[src/rtl/arm_multicycle_ctrl_pkg.sv]
// rtl/arm_multicycle_ctrl_pkg.sv - shared encodings for the ARM multicycle controller
package arm_ctrl_pkg;

    typedef enum logic [2:0] {
        ST_IDLE    = 3'd0,
        ST_FETCH   = 3'd1,
        ST_DECODE  = 3'd2,
        ST_EXEC    = 3'd3,
        ST_WB      = 3'd4,
        ST_BR_LINK = 3'd5,
        ST_BR_EXEC = 3'd6,
        ST_BR_PC   = 3'd7
    } state_t;

    localparam logic [3:0] ADD_OP = 4'b0100;
    localparam logic [3:0] LR_IDX = 4'd14;

    localparam logic [1:0] PC_S_INC    = 2'd0;
    localparam logic [1:0] PC_S_F      = 2'd1;
    localparam logic [1:0] SH_NUM_IMM5 = 2'd0;
    localparam logic [1:0] SH_NUM_RS   = 2'd1;
    localparam logic [1:0] SH_NUM_ROT  = 2'd2;
    localparam logic       RD_S_INST   = 1'b0;
    localparam logic       RD_S_LR     = 1'b1;
    localparam logic       WD_S_F      = 1'b0;
    localparam logic       WD_S_PC     = 1'b1;

    localparam logic [1:0] ALU_CMP_GRP   = 2'b10;
    localparam logic [2:0] SHIFT_ROR_IMM = 3'b110;

    localparam logic [3:0] COND_EQ = 4'h0;
    localparam logic [3:0] COND_NE = 4'h1;
    localparam logic [3:0] COND_CS = 4'h2;
    localparam logic [3:0] COND_CC = 4'h3;
    localparam logic [3:0] COND_MI = 4'h4;
    localparam logic [3:0] COND_PL = 4'h5;
    localparam logic [3:0] COND_VS = 4'h6;
    localparam logic [3:0] COND_VC = 4'h7;
    localparam logic [3:0] COND_HI = 4'h8;
    localparam logic [3:0] COND_LS = 4'h9;
    localparam logic [3:0] COND_GE = 4'hA;
    localparam logic [3:0] COND_LT = 4'hB;
    localparam logic [3:0] COND_GT = 4'hC;
    localparam logic [3:0] COND_LE = 4'hD;
    localparam logic [3:0] COND_AL = 4'hE;
    localparam logic [3:0] COND_NV = 4'hF;

    // TST/TEQ/CMP/CMN: flags only, no register writeback
    function automatic logic is_compare(input logic [3:0] opcode);
        return opcode[3:2] == ALU_CMP_GRP;
    endfunction

endpackage

[src/rtl/arm_multicycle_ctrl_if.sv]
// rtl/arm_multicycle_ctrl_if.sv - controller to datapath control/status bundle
interface arm_multicycle_ctrl_if;
    logic [31:0] Inst;
    logic [3:0]  NZCV;
    logic        Write_IR;
    logic        Write_PC;
    logic [1:0]  PC_s;
    logic        LA;
    logic        LB;
    logic        LC;
    logic        LF;
    logic        S;
    logic        ALU_A_s;
    logic        ALU_B_s;
    logic [3:0]  ALU_OP;
    logic [2:0]  SHIFT_OP;
    logic        Sh_Data_s;
    logic [1:0]  Sh_Num_s;
    logic        Write_Reg;
    logic        Rd_s;
    logic        W_Data_s;
    logic        Undef;
    logic [2:0]  State;

    modport master (
        input  Inst, NZCV,
        output Write_IR, Write_PC, PC_s, LA, LB, LC, LF, S, ALU_A_s, ALU_B_s,
               ALU_OP, SHIFT_OP, Sh_Data_s, Sh_Num_s, Write_Reg, Rd_s, W_Data_s,
               Undef, State
    );

    modport slave (
        output Inst, NZCV,
        input  Write_IR, Write_PC, PC_s, LA, LB, LC, LF, S, ALU_A_s, ALU_B_s,
               ALU_OP, SHIFT_OP, Sh_Data_s, Sh_Num_s, Write_Reg, Rd_s, W_Data_s,
               Undef, State
    );
endinterface

[src/rtl/arm_multicycle_ctrl_cond.sv]
// rtl/arm_multicycle_ctrl_cond.sv - ARM condition field evaluation against NZCV
module arm_cond_check
    import arm_ctrl_pkg::*;
(
    input  logic [3:0] i_cond,
    input  logic [3:0] i_nzcv,
    output logic       o_pass
);
    logic w_n, w_z, w_c, w_v;
    assign {w_n, w_z, w_c, w_v} = i_nzcv;

    always_comb begin
        o_pass = 1'b0;
        case (i_cond)
            COND_EQ: o_pass = w_z;
            COND_NE: o_pass = ~w_z;
            COND_CS: o_pass = w_c;
            COND_CC: o_pass = ~w_c;
            COND_MI: o_pass = w_n;
            COND_PL: o_pass = ~w_n;
            COND_VS: o_pass = w_v;
            COND_VC: o_pass = ~w_v;
            COND_HI: o_pass = w_c & ~w_z;
            COND_LS: o_pass = ~w_c | w_z;
            COND_GE: o_pass = (w_n == w_v);
            COND_LT: o_pass = (w_n != w_v);
            COND_GT: o_pass = ~w_z & (w_n == w_v);
            COND_LE: o_pass = w_z | (w_n != w_v);
            COND_AL: o_pass = 1'b1;
            COND_NV: o_pass = 1'b0;
            default: o_pass = 1'b0;
        endcase
    end
endmodule

[src/rtl/arm_multicycle_ctrl.sv]
// rtl/arm_multicycle_ctrl.sv - multicycle FSM sequencing shifter/ALU for data-processing and B/BL
module arm_multicycle_ctrl
    import arm_ctrl_pkg::*;
(
    input  logic                 clk,
    input  logic                 Rst,
    arm_multicycle_ctrl_if.master bus
);
    state_t r_state;
    state_t w_next;
    logic   w_cond_pass;
    logic   w_unused_inst;

    assign w_unused_inst = ^{bus.Inst[19:16], bus.Inst[11:7], bus.Inst[3:0]};

    arm_cond_check u_cond (
        .i_cond (bus.Inst[31:28]),
        .i_nzcv (bus.NZCV),
        .o_pass (w_cond_pass)
    );

    assign bus.State = r_state;

    always_ff @(posedge clk or posedge Rst) begin
        if (Rst) r_state <= ST_IDLE;
        else     r_state <= w_next;
    end

    always_comb begin
        w_next        = r_state;
        bus.Write_IR  = 1'b0;
        bus.Write_PC  = 1'b0;
        bus.PC_s      = PC_S_INC;
        bus.LA        = 1'b0;
        bus.LB        = 1'b0;
        bus.LC        = 1'b0;
        bus.LF        = 1'b0;
        bus.S         = 1'b0;
        bus.ALU_A_s   = 1'b0;
        bus.ALU_B_s   = 1'b0;
        bus.ALU_OP    = 4'b0000;
        bus.SHIFT_OP  = 3'b000;
        bus.Sh_Data_s = 1'b0;
        bus.Sh_Num_s  = SH_NUM_IMM5;
        bus.Write_Reg = 1'b0;
        bus.Rd_s      = RD_S_INST;
        bus.W_Data_s  = WD_S_F;
        bus.Undef     = 1'b0;
        case (r_state)
            ST_IDLE: w_next = ST_FETCH;
            ST_FETCH: begin
                bus.Write_IR = 1'b1;
                bus.Write_PC = 1'b1;
                bus.PC_s     = PC_S_INC;
                w_next       = ST_DECODE;
            end
            ST_DECODE: begin
                bus.LA = 1'b1;
                bus.LB = 1'b1;
                bus.LC = 1'b1;
                if (!w_cond_pass)                  w_next = ST_FETCH;
                else if (bus.Inst[27:26] == 2'b00) w_next = ST_EXEC;
                else if (bus.Inst[27:25] == 3'b101)
                    w_next = bus.Inst[24] ? ST_BR_LINK : ST_BR_EXEC;
                else begin
                    w_next    = ST_FETCH;
                    bus.Undef = 1'b1;
                end
            end
            ST_EXEC: begin
                bus.ALU_OP = bus.Inst[24:21];
                bus.LF     = 1'b1;
                bus.S      = bus.Inst[20] | is_compare(bus.Inst[24:21]);
                if (bus.Inst[25]) begin
                    bus.Sh_Data_s = 1'b1;
                    bus.Sh_Num_s  = SH_NUM_ROT;
                    bus.SHIFT_OP  = SHIFT_ROR_IMM;
                end else begin
                    bus.SHIFT_OP = bus.Inst[6:4];
                    bus.Sh_Num_s = bus.Inst[4] ? SH_NUM_RS : SH_NUM_IMM5;
                end
                w_next = is_compare(bus.Inst[24:21]) ? ST_FETCH : ST_WB;
            end
            ST_WB: begin
                // Rd=PC turns the writeback into a jump through F
                if (bus.Inst[15:12] == 4'd15) begin
                    bus.Write_PC = 1'b1;
                    bus.PC_s     = PC_S_F;
                end else begin
                    bus.Write_Reg = 1'b1;
                    bus.Rd_s      = RD_S_INST;
                    bus.W_Data_s  = WD_S_F;
                end
                w_next = ST_FETCH;
            end
            ST_BR_LINK: begin
                bus.Write_Reg = 1'b1;
                bus.Rd_s      = RD_S_LR;
                bus.W_Data_s  = WD_S_PC;
                w_next        = ST_BR_EXEC;
            end
            ST_BR_EXEC: begin
                bus.ALU_A_s = 1'b1;
                bus.ALU_B_s = 1'b1;
                bus.ALU_OP  = ADD_OP;
                bus.LF      = 1'b1;
                w_next      = ST_BR_PC;
            end
            ST_BR_PC: begin
                bus.Write_PC = 1'b1;
                bus.PC_s     = PC_S_F;
                w_next       = ST_FETCH;
            end
            default: w_next = ST_IDLE;
        endcase
    end
endmodule

[src/flat_wrapper.sv]
// flat-port wrapper written by rule: the top's interface ports become plain ports
module arm_multicycle_ctrl_flat import arm_ctrl_pkg::*;
  (clk, Rst, bus_Inst, bus_NZCV, bus_Write_IR, bus_Write_PC, bus_PC_s, bus_LA, bus_LB, bus_LC, bus_LF, bus_S, bus_ALU_A_s, bus_ALU_B_s, bus_ALU_OP, bus_SHIFT_OP, bus_Sh_Data_s, bus_Sh_Num_s, bus_Write_Reg, bus_Rd_s, bus_W_Data_s, bus_Undef, bus_State);
  arm_multicycle_ctrl_if bus_i ();
  input  logic clk;
  input  logic Rst;
  input wire logic [$bits(bus_i.Inst)-1:0] bus_Inst;
  input wire logic [$bits(bus_i.NZCV)-1:0] bus_NZCV;
  output wire logic [$bits(bus_i.Write_IR)-1:0] bus_Write_IR;
  output wire logic [$bits(bus_i.Write_PC)-1:0] bus_Write_PC;
  output wire logic [$bits(bus_i.PC_s)-1:0] bus_PC_s;
  output wire logic [$bits(bus_i.LA)-1:0] bus_LA;
  output wire logic [$bits(bus_i.LB)-1:0] bus_LB;
  output wire logic [$bits(bus_i.LC)-1:0] bus_LC;
  output wire logic [$bits(bus_i.LF)-1:0] bus_LF;
  output wire logic [$bits(bus_i.S)-1:0] bus_S;
  output wire logic [$bits(bus_i.ALU_A_s)-1:0] bus_ALU_A_s;
  output wire logic [$bits(bus_i.ALU_B_s)-1:0] bus_ALU_B_s;
  output wire logic [$bits(bus_i.ALU_OP)-1:0] bus_ALU_OP;
  output wire logic [$bits(bus_i.SHIFT_OP)-1:0] bus_SHIFT_OP;
  output wire logic [$bits(bus_i.Sh_Data_s)-1:0] bus_Sh_Data_s;
  output wire logic [$bits(bus_i.Sh_Num_s)-1:0] bus_Sh_Num_s;
  output wire logic [$bits(bus_i.Write_Reg)-1:0] bus_Write_Reg;
  output wire logic [$bits(bus_i.Rd_s)-1:0] bus_Rd_s;
  output wire logic [$bits(bus_i.W_Data_s)-1:0] bus_W_Data_s;
  output wire logic [$bits(bus_i.Undef)-1:0] bus_Undef;
  output wire logic [$bits(bus_i.State)-1:0] bus_State;
  assign bus_i.Inst = bus_Inst;
  assign bus_i.NZCV = bus_NZCV;
  assign bus_Write_IR = bus_i.Write_IR;
  assign bus_Write_PC = bus_i.Write_PC;
  assign bus_PC_s = bus_i.PC_s;
  assign bus_LA = bus_i.LA;
  assign bus_LB = bus_i.LB;
  assign bus_LC = bus_i.LC;
  assign bus_LF = bus_i.LF;
  assign bus_S = bus_i.S;
  assign bus_ALU_A_s = bus_i.ALU_A_s;
  assign bus_ALU_B_s = bus_i.ALU_B_s;
  assign bus_ALU_OP = bus_i.ALU_OP;
  assign bus_SHIFT_OP = bus_i.SHIFT_OP;
  assign bus_Sh_Data_s = bus_i.Sh_Data_s;
  assign bus_Sh_Num_s = bus_i.Sh_Num_s;
  assign bus_Write_Reg = bus_i.Write_Reg;
  assign bus_Rd_s = bus_i.Rd_s;
  assign bus_W_Data_s = bus_i.W_Data_s;
  assign bus_Undef = bus_i.Undef;
  assign bus_State = bus_i.State;
  arm_multicycle_ctrl u_core (.clk(clk), .Rst(Rst), .bus(bus_i));
endmodule
[config.mk]
export PLATFORM = sky130hd
export DESIGN_NAME = arm_multicycle_ctrl_flat
export DESIGN_NICKNAME = d
export VERILOG_FILES = /design/src/rtl/arm_multicycle_ctrl_pkg.sv /design/src/rtl/arm_multicycle_ctrl_if.sv /design/src/rtl/arm_multicycle_ctrl_cond.sv /design/src/rtl/arm_multicycle_ctrl.sv /design/src/flat_wrapper.sv
export SDC_FILE = /design/constraint.sdc
export NUM_CORES = 1
export LEC_CHECK = 0
export ABC_CLOCK_PERIOD_IN_PS = 2280
export BUFFER_PORTS_ARGS = -buffer_cell sky130_fd_sc_hd__buf_2
export CORE_MARGIN = 10
export CORE_UTILIZATION = 35
export DETAILED_ROUTE_END_ITERATION = 6
export GPL_TIMING_DRIVEN = 0
export PLACE_DENSITY = 0.95
export SLEW_MARGIN = 20
export SYNTH_ARGS = -nofsm -noshare
export SYNTH_HDL_FRONTEND = slang
export SYNTH_HIERARCHICAL = 1
export SYNTH_SLANG_ARGS = --single-unit
[constraint.sdc]
create_clock -name clk -period 2.28 [get_ports clk]
set_input_delay 0 -clock clk [delete_from_list [all_inputs] [get_ports clk]]
set_output_delay 0 -clock clk [all_outputs]
set_load 0.03 [all_outputs]
==> impl_metrics.json, run 1 <==
{
  "status": "finished, final reports clean",
  "reg2reg_from": "u_core/bus.State[0]$_DFF_PP0_",
  "clkLatencyLatePin_ns": 0.24,
  "place_congestion": 0.763,
  "die_x_um": 60.5,
  "path_cells": "and2b_2, nand2_1, nor3b_1, buf_4, buf_2",
  "period_needed_ns": 1.73,
  "ys_warn_count": 6,
  "cap_violations": 0,
  "yosysSeqAreaShare_pct": 13.1,
  "cts_buffer_depth": 2,
  "powerDensity_nw_per_um2": 992,
  "largest_register_ffs": 3,
  "grt_pass1_wl_mm": 3.59,
  "antenna_found_initial": 0,
  "wl_met3_um": 84,
  "hold_depth": 3,
  "cts_root_buf": "clkbuf_4",
  "slowest_delay_ns": 0.47,
  "crit_arrival_ns": 1.73,
  "via_count": 770,
  "reg2reg_setup_slack_ns": 0.96,
  "crit_family": "simple AND/OR/NAND/NOR gates",
  "finalSetupTns_ns": 0,
  "clk_pin_slew_worst_paths_ns": 0.04,
  "grt_setup_unrepaired": "false",
  "grt-ovfl-total": 0,
  "startpoint": "u_core/bus.State[2]$_DFF_PP0_",
  "ios": 66,
  "numPortBuffers": 49,
  "drtAntennaViolNets": 0,
  "leakage_nw": 0.519,
  "critPathSlowestCell": "dfrtp_1",
  "drt-pass1-iter-count": 4,
  "diodes": 0,
  "timing.final.crit_share_pct": 75.9,
  "top_layer": "met4",
  "syn-num-nets": 121,
  "cts_sinks": 3,
  "hp-class": "input port to flip-flop",
  "path_depth": 5,
  "grt_max_degree": 11,
  "worst_ir_drop_vdd_v": 0.000490,
  "initial_core_util_pct": 37.6,
  "reg2reg_to": "u_core/bus.State[1]$_DFF_PP0_",
  "dr_wl_met2_mm": 1.35,
  "startpoint_type": "flip-flop",
  "synth_cells": 83,
  "worstRegToRegCells": 3,
  "m1WireLength_um": 804,
  "ys_top_cells_by_area": "dfrtp_1, buf_4, nor2_1, nor2b_1, xor2_1",
  "cp.required_ns": 2.28,
  "worstSetupPathType": "flip-flop to output port",
  "critPathCaptureType": "output port",
  "nets": 176,
  "floorplan.die_area_um2": 3660,
  "synth_top_cell_by_area": "dfrtp_1",
  "viasPerCell": 5.03,
  "first_global_vias": 805,
  "drt-wirelength-per-cell_um": 14.7,
  "post_cts_buffers": 0,
  "cts_tree": "yes",
  "fmax_ghz": 0.578,
  "remaining_drc_errors": 0,
  "slew_viol_final": 0,
  "cts-htree-levels": 1,
  "synth_top_area_share_pct": 13.1,
  "wirelength_mm": 2.25,
  "area_delta_synth_final_pct": 52.6,
  "cts_buffers": 3,
  "die_h_um": 60.5,
  "synth_area_um2": 573,
  "rows": 14,
  "fin_util_pct": 57.4,
  "drive_gt1_share_pct": 48.9,
  "syn_avg_cell_area_um2": 6.90,
  "core-area_um2": 1520,
  "ys_types": 34,
  "cp_num_buf_inv": 2,
  "dr.first_iter.drc_count": 22,
  "ys_ff_latch": 3,
  "dpl.hpwl_mm": 1.85,
  "clock_skew_ns": 0.00593,
  "setup_viol": 0,
  "finalHoldViolCount": 0,
  "power_w": 0.000867,
  "grt.total_usage_pct": 12.1,
  "crit_end": "bus_Sh_Num_s[0]",
  "worstPathMaxFanout": 10
}
cells by family (layout without fill, tap and decap cells):
kind of cell / count (synthesis) / in the layout / share of synthesized area (%)
AND/OR/NAND/NOR: 42 / 42 / 40.4
AO/OA/AOI/OAI: 18 / 18 / 23.6
buffers and inverters: 14 / 68 / 14.4
XOR/XNOR: 4 / 4 / 6.11
flip-flops: 3 / 3 / 13.1
other: 1 / 1 / 0.654
multiplexers: 1 / 1 / 1.75
per-stage QoR:
step | cell area (um^2) | hold WS, ns | cells | setup WS, ns
finish | 875 | 0.126 | 153 | 0.550
global route | 875 | 0.131 | 153 | 0.356
CTS | 875 | 0.117 | 153 | 0.543
detailed placement | 838 | -0.135 | 148 | 0.481
global placement | 838 | -0.138 | 148 | 0.564
floorplan | 573 | -0.246 | 83 | 0.196
worst reg2reg max path: cells and delay by family, from the launching register on:
family,cells,cell delay (ns)
and+or+nand+nor,2,0.39
DFF,1,0.49
AOI/OAI and AO/OA,1,0.32
where the power goes:
group | total [W] | switching (W) | internal, W
logic | 0.000654 | 0.000436 | 0.000218
registers | 0.000112 | 0.0000392 | 0.0000725
clock network | 0.000101 | 0.0000354 | 0.0000661
cells in the final DEF, fill, tap and decap left out, drive strengths merged, types with 2 or more instances in the layout:
cell type / Yosys / final
nand2: 6 / 6
buf: 8 / 57
xor2: 3 / 3
o21ai: 2 / 2
clkbuf: 2 / 6
dfrtp: 3 / 3
and3: 4 / 4
nor2: 14 / 14
a21boi: 2 / 2
inv: 4 / 4
nor2b: 5 / 5
and2b: 2 / 2
a21oi: 4 / 4
a311oi: 2 / 2
nor3: 2 / 2
nand2b: 3 / 3
per-layer routing:
metal,GRT usage (%),vias to the layer above
met3,2.09,2
met2,24.1,26
li1,-,392
met4,5.33,0
met5,0,-
met1,11.7,350
area by class of cell:
| cell class | instances | area, um^2 |
|---|---|---|
| Fill cell | 129 | 649 |
| Multi-Input combinational cell | 66 | 415 |
| Timing Repair Buffer | 50 | 255 |
| Sequential cell | 3 | 75.1 |
| Buffer | 10 | 67.6 |
| Clock buffer | 4 | 26.3 |
| Tap cell | 16 | 20.0 |
| Inverter | 4 | 15.0 |
how the worst min path moves through the flow:
stage | slack [ns] | endpoint | from
final | 0.13 | u_core/bus.State[0]$_DFF_PP0_ | bus_Inst[24]
after global routing | 0.13 | u_core/bus.State[0]$_DFF_PP0_ | bus_Inst[24]
after CTS | 0.12 | u_core/bus.State[0]$_DFF_PP0_ | bus_Inst[24]
after detailed placement | -0.13 | u_core/bus.State[1]$_DFF_PP0_ | Rst
after global placement | -0.14 | u_core/bus.State[0]$_DFF_PP0_ | Rst
after floorplan | -0.25 | u_core/bus.State[0]$_DFF_PP0_ | Rst
timing repair:
action                                  CTS  global route
gates resized for setup                   0             0
endpoints found under the setup margin    0             0
hold buffers                              1             0
hold endpoints to repair                  3             0
synthesized netlist by cell type:
library cell,instances
a2111oi_1,1
a211oi_1,1
a21boi_0,2
a21oi_1,4
a221o_1,1
a311o_1,1
a311oi_1,2
and2_2,1
and2b_2,2
and3_1,4
and3b_1,1
buf_4,8
clkbuf_1,2
conb_1,1
dfrtp_1,3
inv_1,4
mux2i_1,1
nand2_1,6
nand2b_1,1
nand2b_2,2
nand3_1,1
nor2_1,14
nor2b_1,5
nor3_1,2
nor3b_1,1
nor4b_1,1
o211ai_2,1
o21a_1,1
o21ai_0,2
o22a_1,1
o22ai_1,1
or4_4,1
xnor2_1,1
xor2_1,3
No activity file was read; power rests on OpenSTA's default activity.
==> inputs of run 2 (changes only) <==
--- a/config.mk
+++ b/config.mk
@@ -5,13 +5,14 @@
 export SDC_FILE = /design/constraint.sdc
 export NUM_CORES = 1
 export LEC_CHECK = 0
-export ABC_CLOCK_PERIOD_IN_PS = 2280
+export ABC_AREA = 1
+export ABC_CLOCK_PERIOD_IN_PS = 1800
 export BUFFER_PORTS_ARGS = -buffer_cell sky130_fd_sc_hd__buf_2
 export CORE_MARGIN = 10
 export CORE_UTILIZATION = 35
 export DETAILED_ROUTE_END_ITERATION = 6
 export GPL_TIMING_DRIVEN = 0
-export PLACE_DENSITY = 0.95
+export PLACE_DENSITY = 0.92
 export SLEW_MARGIN = 20
 export SYNTH_ARGS = -nofsm -noshare
 export SYNTH_HDL_FRONTEND = slang
==> constraint.sdc (replaced) <==
create_clock -name clk -period 1.8 [get_ports clk]
set_input_delay 0 -clock clk [delete_from_list [all_inputs] [get_ports clk]]
set_output_delay 0 -clock clk [all_outputs]
set_load 0.03 [all_outputs]
==> impl_metrics.json, run 2 <==
{
  "clkLatencyLatePin_ns": 0.23,
  "wirelength_mm": 2.20,
  "reg2reg_setup_slack_ns": 0.68,
  "layout_commonest_cell": "buf_2",
  "initial_core_util_pct": 37.1,
  "pwr-share-clk_pct": 9.0,
  "period_needed_ns": 1.47,
  "drtAntennaViolNets": 0,
  "grt_setup_unrepaired": "false",
  "synth_top_cell_by_area": "nand2_1",
  "cap_violations": 0,
  "viasPerCell": 4.47,
  "hp-class": "input port to flip-flop",
  "numPortBuffers": 51,
  "multi_input_area_um2": 410,
  "pre_cts_slack_ns": 0.361,
  "die_h_um": 63.0,
  "floorplan.die_area_um2": 3970,
  "most-common-layout-cells": "buf_2, nand2_1, inv_1, nor2_1, nand3_1",
  "layout_setup_ws_ns": 0.331,
  "via_count": 929,
  "dr.first_iter.drc_count": 21,
  "ys_ff_latch": 3,
  "cts_root_buf": "clkbuf_4",
  "clk_pin_slew_worst_paths_ns": 0.04,
  "worstSetupPathType": "input port to output port",
  "syn_avg_cell_area_um2": 5.09,
  "remaining_drc_errors": 0,
  "cts-resized-gates": 0,
  "powerDensity_nw_per_um2": 1340,
  "drt-wirelength-per-cell_um": 10.6,
  "fill_cells": 202,
  "post_cts_buffers": 0,
  "drive_gt1_share_pct": 39.3,
  "startpoint": "bus_Inst[29]",
  "ys_top_cells_by_area": "nand2_1, inv_1, nor2_1, dfrtp_1, nand3_1",
  "cp.required_ns": 1.80,
  "leakage_nw": 0.679,
  "timing.final.crit_share_pct": 81.6,
  "ys_warn_count": 6,
  "grt_max_degree": 11,
  "worstPathMaxFanout": 5,
  "synth_compound_area_share_pct": 9.67,
  "core-area_um2": 1750,
  "fin_util_pct": 55.6,
  "synth_ff_type": "dfrtp_1",
  "synth_top_family_by_area": "simple AND/OR/NAND/NOR gates",
  "fmax_ghz": 0.681,
  "crit_arrival_ns": 1.47,
  "cts-htree-levels": 1,
  "antenna_found_initial": 0,
  "worstRegToRegCells": 5,
  "finalSetupTns_ns": 0,
  "yosysMostFrequentCell": "nand2_1",
  "worst_ir_drop_vdd_v": 0.000663,
  "ios": 66,
  "die_x_um": 63.0,
  "nets": 222,
  "power.internal_w": 0.000506,
  "synth_top_area_share_pct": 19.7,
  "cts_buffer_depth": 2,
  "cts_sinks": 3,
  "critPathCaptureType": "output port",
  "crit_end": "bus_Undef",
  "rows": 15,
  "holdWs_ns": 0.125,
  "grt.total_usage_pct": 10.5,
  "grt-ovfl-total": 0,
  "first_global_vias": 908,
  "place_congestion": 0.824,
  "slew_viol_final": 0,
  "synth_common_cells": "nand2_1, inv_1, nor2_1",
  "p_comb_share_pct": 80.5,
  "synthArstFlopShare_pct": 100,
  "cts_tree": "yes",
  "largest_register_ffs": 3,
  "finalHoldViolCount": 0,
  "seq_power_share_pct": 10.5,
  "swShare_pct": 61.1,
  "synth_cells": 127,
  "yosys.area_share.simple_pct": 53.2,
  "clock_skew_ns": 0.00290,
  "grt_pass1_wl_mm": 3.62,
  "p_sw_w": 0.000796,
  "synth_area_um2": 647,
  "seqCellArea_um2": 75.1,
  "synthAdderAreaFrac_pct": 0,
  "cts_buffers": 3,
  "reg2reg_from": "u_core/bus.State[2]$_DFF_PP0_",
  "synth_xor_xnor_area_share_pct": 0,
  "synth-edff-count": 0,
  "startpoint_type": "input port",
  "yosysSeqAreaShare_pct": 11.6,
  "setup_viol": 0,
  "diodes": 0,
  "reg2reg_to": "u_core/bus.State[2]$_DFF_PP0_",
  "dpl.hpwl_mm": 1.95,
  "ys_types": 19,
  "drt-pass1-iter-count": 4,
  "syn-num-nets": 165,
  "status": "finished, final reports clean",
  "area_delta_synth_final_pct": 49.9,
  "muxShareOfSynthArea_pct": 0,
  "ctsHoldBuffers": 1
}
## run 2: changes by cell type after synthesis, sizes merged, moves of 4 or more
cell / before / now
nand2: 6 / 34
inv: 4 / 24
and3: 4 / 0
nand3: 1 / 16
nor2: 14 / 24
nor2b: 5 / 0
## run 2: power groups by stage
stage	Combinational, W	Sequential [W]	Clock (W)
final	0.00105	0.000137	0.000117
after global routing	0.00114	0.000142	0.000132
after CTS	0.00106	0.000138	0.000121
after detailed placement	0.00106	0.000138	0
after global placement	0.00104	0.000136	0
after floorplan	0.000707	0.000196	0
## run 2: worst max-delay path, cell delays in order
cell,delay [ns]
buf_2,0.13
nor2_2,0.18
nand3_1,0.09
nand2_1,0.07
inv_1,0.04
nand2_1,0.05
nand2_1,0.04
nand3_1,0.06
nand2_1,0.06
nand3_2,0.07
inv_1,0.06
nor3_1,0.23
inv_1,0.07
nor2_1,0.11
buf_2,0.21
## run 2: metal layers
| metal | global-route usage (%) | part of all wire [%] | vias up |
|---|---|---|---|
| met5 | 0 | 0 | - |
| met4 | 3.35 | 0 | 0 |
| met3 | 3.76 | 6.8 | 0 |
| met2 | 20.9 | 55 | 30 |
| met1 | 9.45 | 39 | 401 |
| li1 | - | - | 498 |
## run 2: logic make-up (layout without fill, tap and decap cells)
logic type	count (synthesis)	in the layout
buffers and inverters	33	89
DFF	3	3
AOI/OAI and AO/OA	11	11
and+or+nand+nor	79	79
other	1	1
## run 2: layout make-up
type	instances	area share, %
well taps	25	3.23
repair buffers	52	27.4
flip-flops and latches	3	7.74
plain buffers	9	7.35
inverters	24	9.29
clock buffers	4	2.71
multi-input cells	91	42.3
## run 2: worst min path at each step
stage | startpoint | end | slack (ns) | cells after the start
2_1_floorplan | Rst | u_core/bus.State[0]$_DFF_PP0_ | -0.25 | 1
5_1_grt | bus_Inst[27] | u_core/bus.State[0]$_DFF_PP0_ | 0.13 | 4
3_3_place_gp | Rst | u_core/bus.State[0]$_DFF_PP0_ | -0.14 | 2
4_1_cts | bus_Inst[27] | u_core/bus.State[0]$_DFF_PP0_ | 0.13 | 4
3_5_place_dp | Rst | u_core/bus.State[1]$_DFF_PP0_ | -0.13 | 2
6_report | bus_Inst[27] | u_core/bus.State[0]$_DFF_PP0_ | 0.13 | 4
## run 2: metrics by stage
stage	total power, W	instances	area (um^2)
CTS	0.00132	208	970
floorplan	0.000902	127	647
finish	0.00130	208	970
global route	0.00141	208	970
global placement	0.00117	203	933
detailed placement	0.00119	203	933
==> inputs of run 3 (changes only) <==
--- a/config.mk
+++ b/config.mk
@@ -6,7 +6,7 @@
 export NUM_CORES = 1
 export LEC_CHECK = 0
 export ABC_AREA = 1
-export ABC_CLOCK_PERIOD_IN_PS = 1800
+export ABC_CLOCK_PERIOD_IN_PS = 1400
 export BUFFER_PORTS_ARGS = -buffer_cell sky130_fd_sc_hd__buf_2
 export CORE_MARGIN = 10
 export CORE_UTILIZATION = 35
==> constraint.sdc (replaced) <==
create_clock -name clk -period 1.4 [get_ports clk]
set_input_delay 0 -clock clk [delete_from_list [all_inputs] [get_ports clk]]
set_output_delay 0 -clock clk [all_outputs]
set_load 0.03 [all_outputs]
==> impl_metrics.json, run 3 (synthesis results as in run 2) <==
{
  "status": "finished, final reports clean",
  "clkLatencyLatePin_ns": 0.23,
  "critPathCaptureType": "output port",
  "leakage_nw": 0.706,
  "rows": 15,
  "largest_register_ffs": 3,
  "post_dp_cell_area_um2": 948,
  "die_x_um": 63.0,
  "clk_pin_slew_worst_paths_ns": 0.04,
  "cts_buffers": 3,
  "nets": 228,
  "swShare_pct": 59.5,
  "worstPathMaxFanout": 4,
  "power_w": 0.00186,
  "grt_pass1_wl_mm": 3.62,
  "cts_tree": "yes",
  "ios": 66,
  "grt_setup_unrepaired": "true",
  "hp-class": "input port to flip-flop",
  "clock_skew_ns": 0.00108,
  "grt.total_usage_pct": 10.5,
  "cts_sinks": 3,
  "seq_power_share_pct": 9.8,
  "finalHoldViolCount": 0,
  "floorplan.die_area_um2": 3970,
  "layout_commonest_cell": "buf_2",
  "viasPerCell": 4.50,
  "slew_viol_final": 0,
  "cp.required_ns": 1.40,
  "area_delta_synth_final_pct": 66.7,
  "grt-ovfl-total": 0,
  "fmax_ghz": 0.753,
  "worstSetupPathType": "flip-flop to output port",
  "grt_max_degree": 11,
  "dr.first_iter.drc_count": 32,
  "worstRegToRegCells": 7,
  "power.internal_w": 0.000751,
  "startpoint_type": "flip-flop",
  "diodes": 0,
  "drt-pass1-iter-count": 4,
  "initial_core_util_pct": 37.1,
  "p_sw_w": 0.00111,
  "die_h_um": 63.0,
  "via_count": 962,
  "cap_violations": 0,
  "dpl.hpwl_mm": 1.96,
  "most-common-layout-cells": "buf_2, nand2_1, inv_1",
  "core-area_um2": 1750,
  "setup_viol": 0,
  "drtAntennaViolNets": 0,
  "drt-wirelength-per-cell_um": 11.0,
  "p_comb_share_pct": 82.1,
  "crit_arrival_ns": 1.33,
  "powerDensity_nw_per_um2": 1720,
  "pwr-share-clk_pct": 8.1,
  "cts_buffer_depth": 2,
  "timing.final.crit_share_pct": 94.8,
  "first_global_vias": 883,
  "wirelength_mm": 2.35,
  "numPortBuffers": 51,
  "hold_depth": 4,
  "cts_root_buf": "clkbuf_4",
  "remaining_drc_errors": 0,
  "antenna_found_initial": 0,
  "place_congestion": 0.814,
  "design_area_um2": 1080,
  "worst_ir_drop_vdd_v": 0.000807,
  "period_needed_ns": 1.33,
  "drive_gt1_share_pct": 46.0,
  "cts-htree-levels": 1,
  "holdWs_ns": 0.131
}
[run 3: cell count changes in the layout (fill, tap and decap cells not counted), moves of 2 or more]
cell,before,now
nor2_1,21,17
nor2_4,0,5
buf_6,1,3
inv_2,3,5
buf_2,51,47
inv_1,21,19
buf_4,8,15
[run 3: worst max-delay path, cell delays in order, from the launching register on]
cell     delay (ns)
dfrtp_1        0.40
inv_2          0.10
nand2_1        0.12
nor3_2         0.17
inv_1          0.06
nor2_1         0.08
buf_4          0.17
[run 3: cell type report]
class,count,area [um^2]
Timing Repair Buffer,58,324
Tap cell,25,31.3
Clock buffer,4,26.3
Multi-Input combinational cell,91,455
Inverter,24,90.1
Buffer,9,75.1
Fill cell,174,667
Sequential cell,3,76.3
[run 3: through the flow]
| stage | util [%] | setup WS (ns) | setup TNS [ns] | instances |
|---|---|---|---|---|
| final | 61.8 | 0.0726 | 0 | 214 |
| after global placement | 54.3 | 0.0262 | 0 | 203 |
| after floorplan | - | -0.0630 | -0.0645 | 127 |
| after detailed placement | 54.3 | 0.0148 | 0 | 203 |
| after CTS | 56.8 | -0.00326 | -0.00326 | 208 |
| after global routing | 61.8 | -0.0522 | -0.0632 | 214 |
[run 3: routing by layer]
metal  GRT usage [%]  vias up  wire length [um]
met3            3.23        0               131
met2            20.2       30              1310
met4            4.19        0                 0
li1                -      513                 -
met1            9.95      419               906
met5               0        -                 0
[run 3: path summary, 6_finish.rpt]
| path | startpoint | to | slack [ns] |
|---|---|---|---|
| min | bus_Inst[27] | u_core/bus.State[0]$_DFF_PP0_ | 0.13 |
| max reg2reg | u_core/bus.State[0]$_DFF_PP0_ | u_core/bus.State[1]$_DFF_PP0_ | 0.27 |
| max | u_core/bus.State[2]$_DFF_PP0_ | bus_Undef | 0.07 |
| max in group asynchronous | Rst | u_core/bus.State[1]$_DFF_PP0_ | 1.07 |
| min reg2reg | u_core/bus.State[0]$_DFF_PP0_ | u_core/bus.State[1]$_DFF_PP0_ | 0.69 |
| min in group asynchronous | Rst | u_core/bus.State[2]$_DFF_PP0_ | 0.18 |
[run 3: timing repair]
item                                    in CTS  in global routing
hold buffers                                 1                  0
endpoints found under the hold margin        3                  0
resized for setup                            2                 17
gates cloned                                 0                  1
pin swaps                                    0                  2
setup buffers                                0                  5
endpoints found under the setup margin       2                 12
[run 3: power groups by stage]
stage	logic (W)	registers [W]	clock network, W
detailed placement	0.00139	0.000176	0
floorplan	0.000937	0.000251	0
finish	0.00152	0.000182	0.000151
CTS	0.00140	0.000180	0.000157
global route	0.00164	0.000190	0.000160
global placement	0.00137	0.000175	0
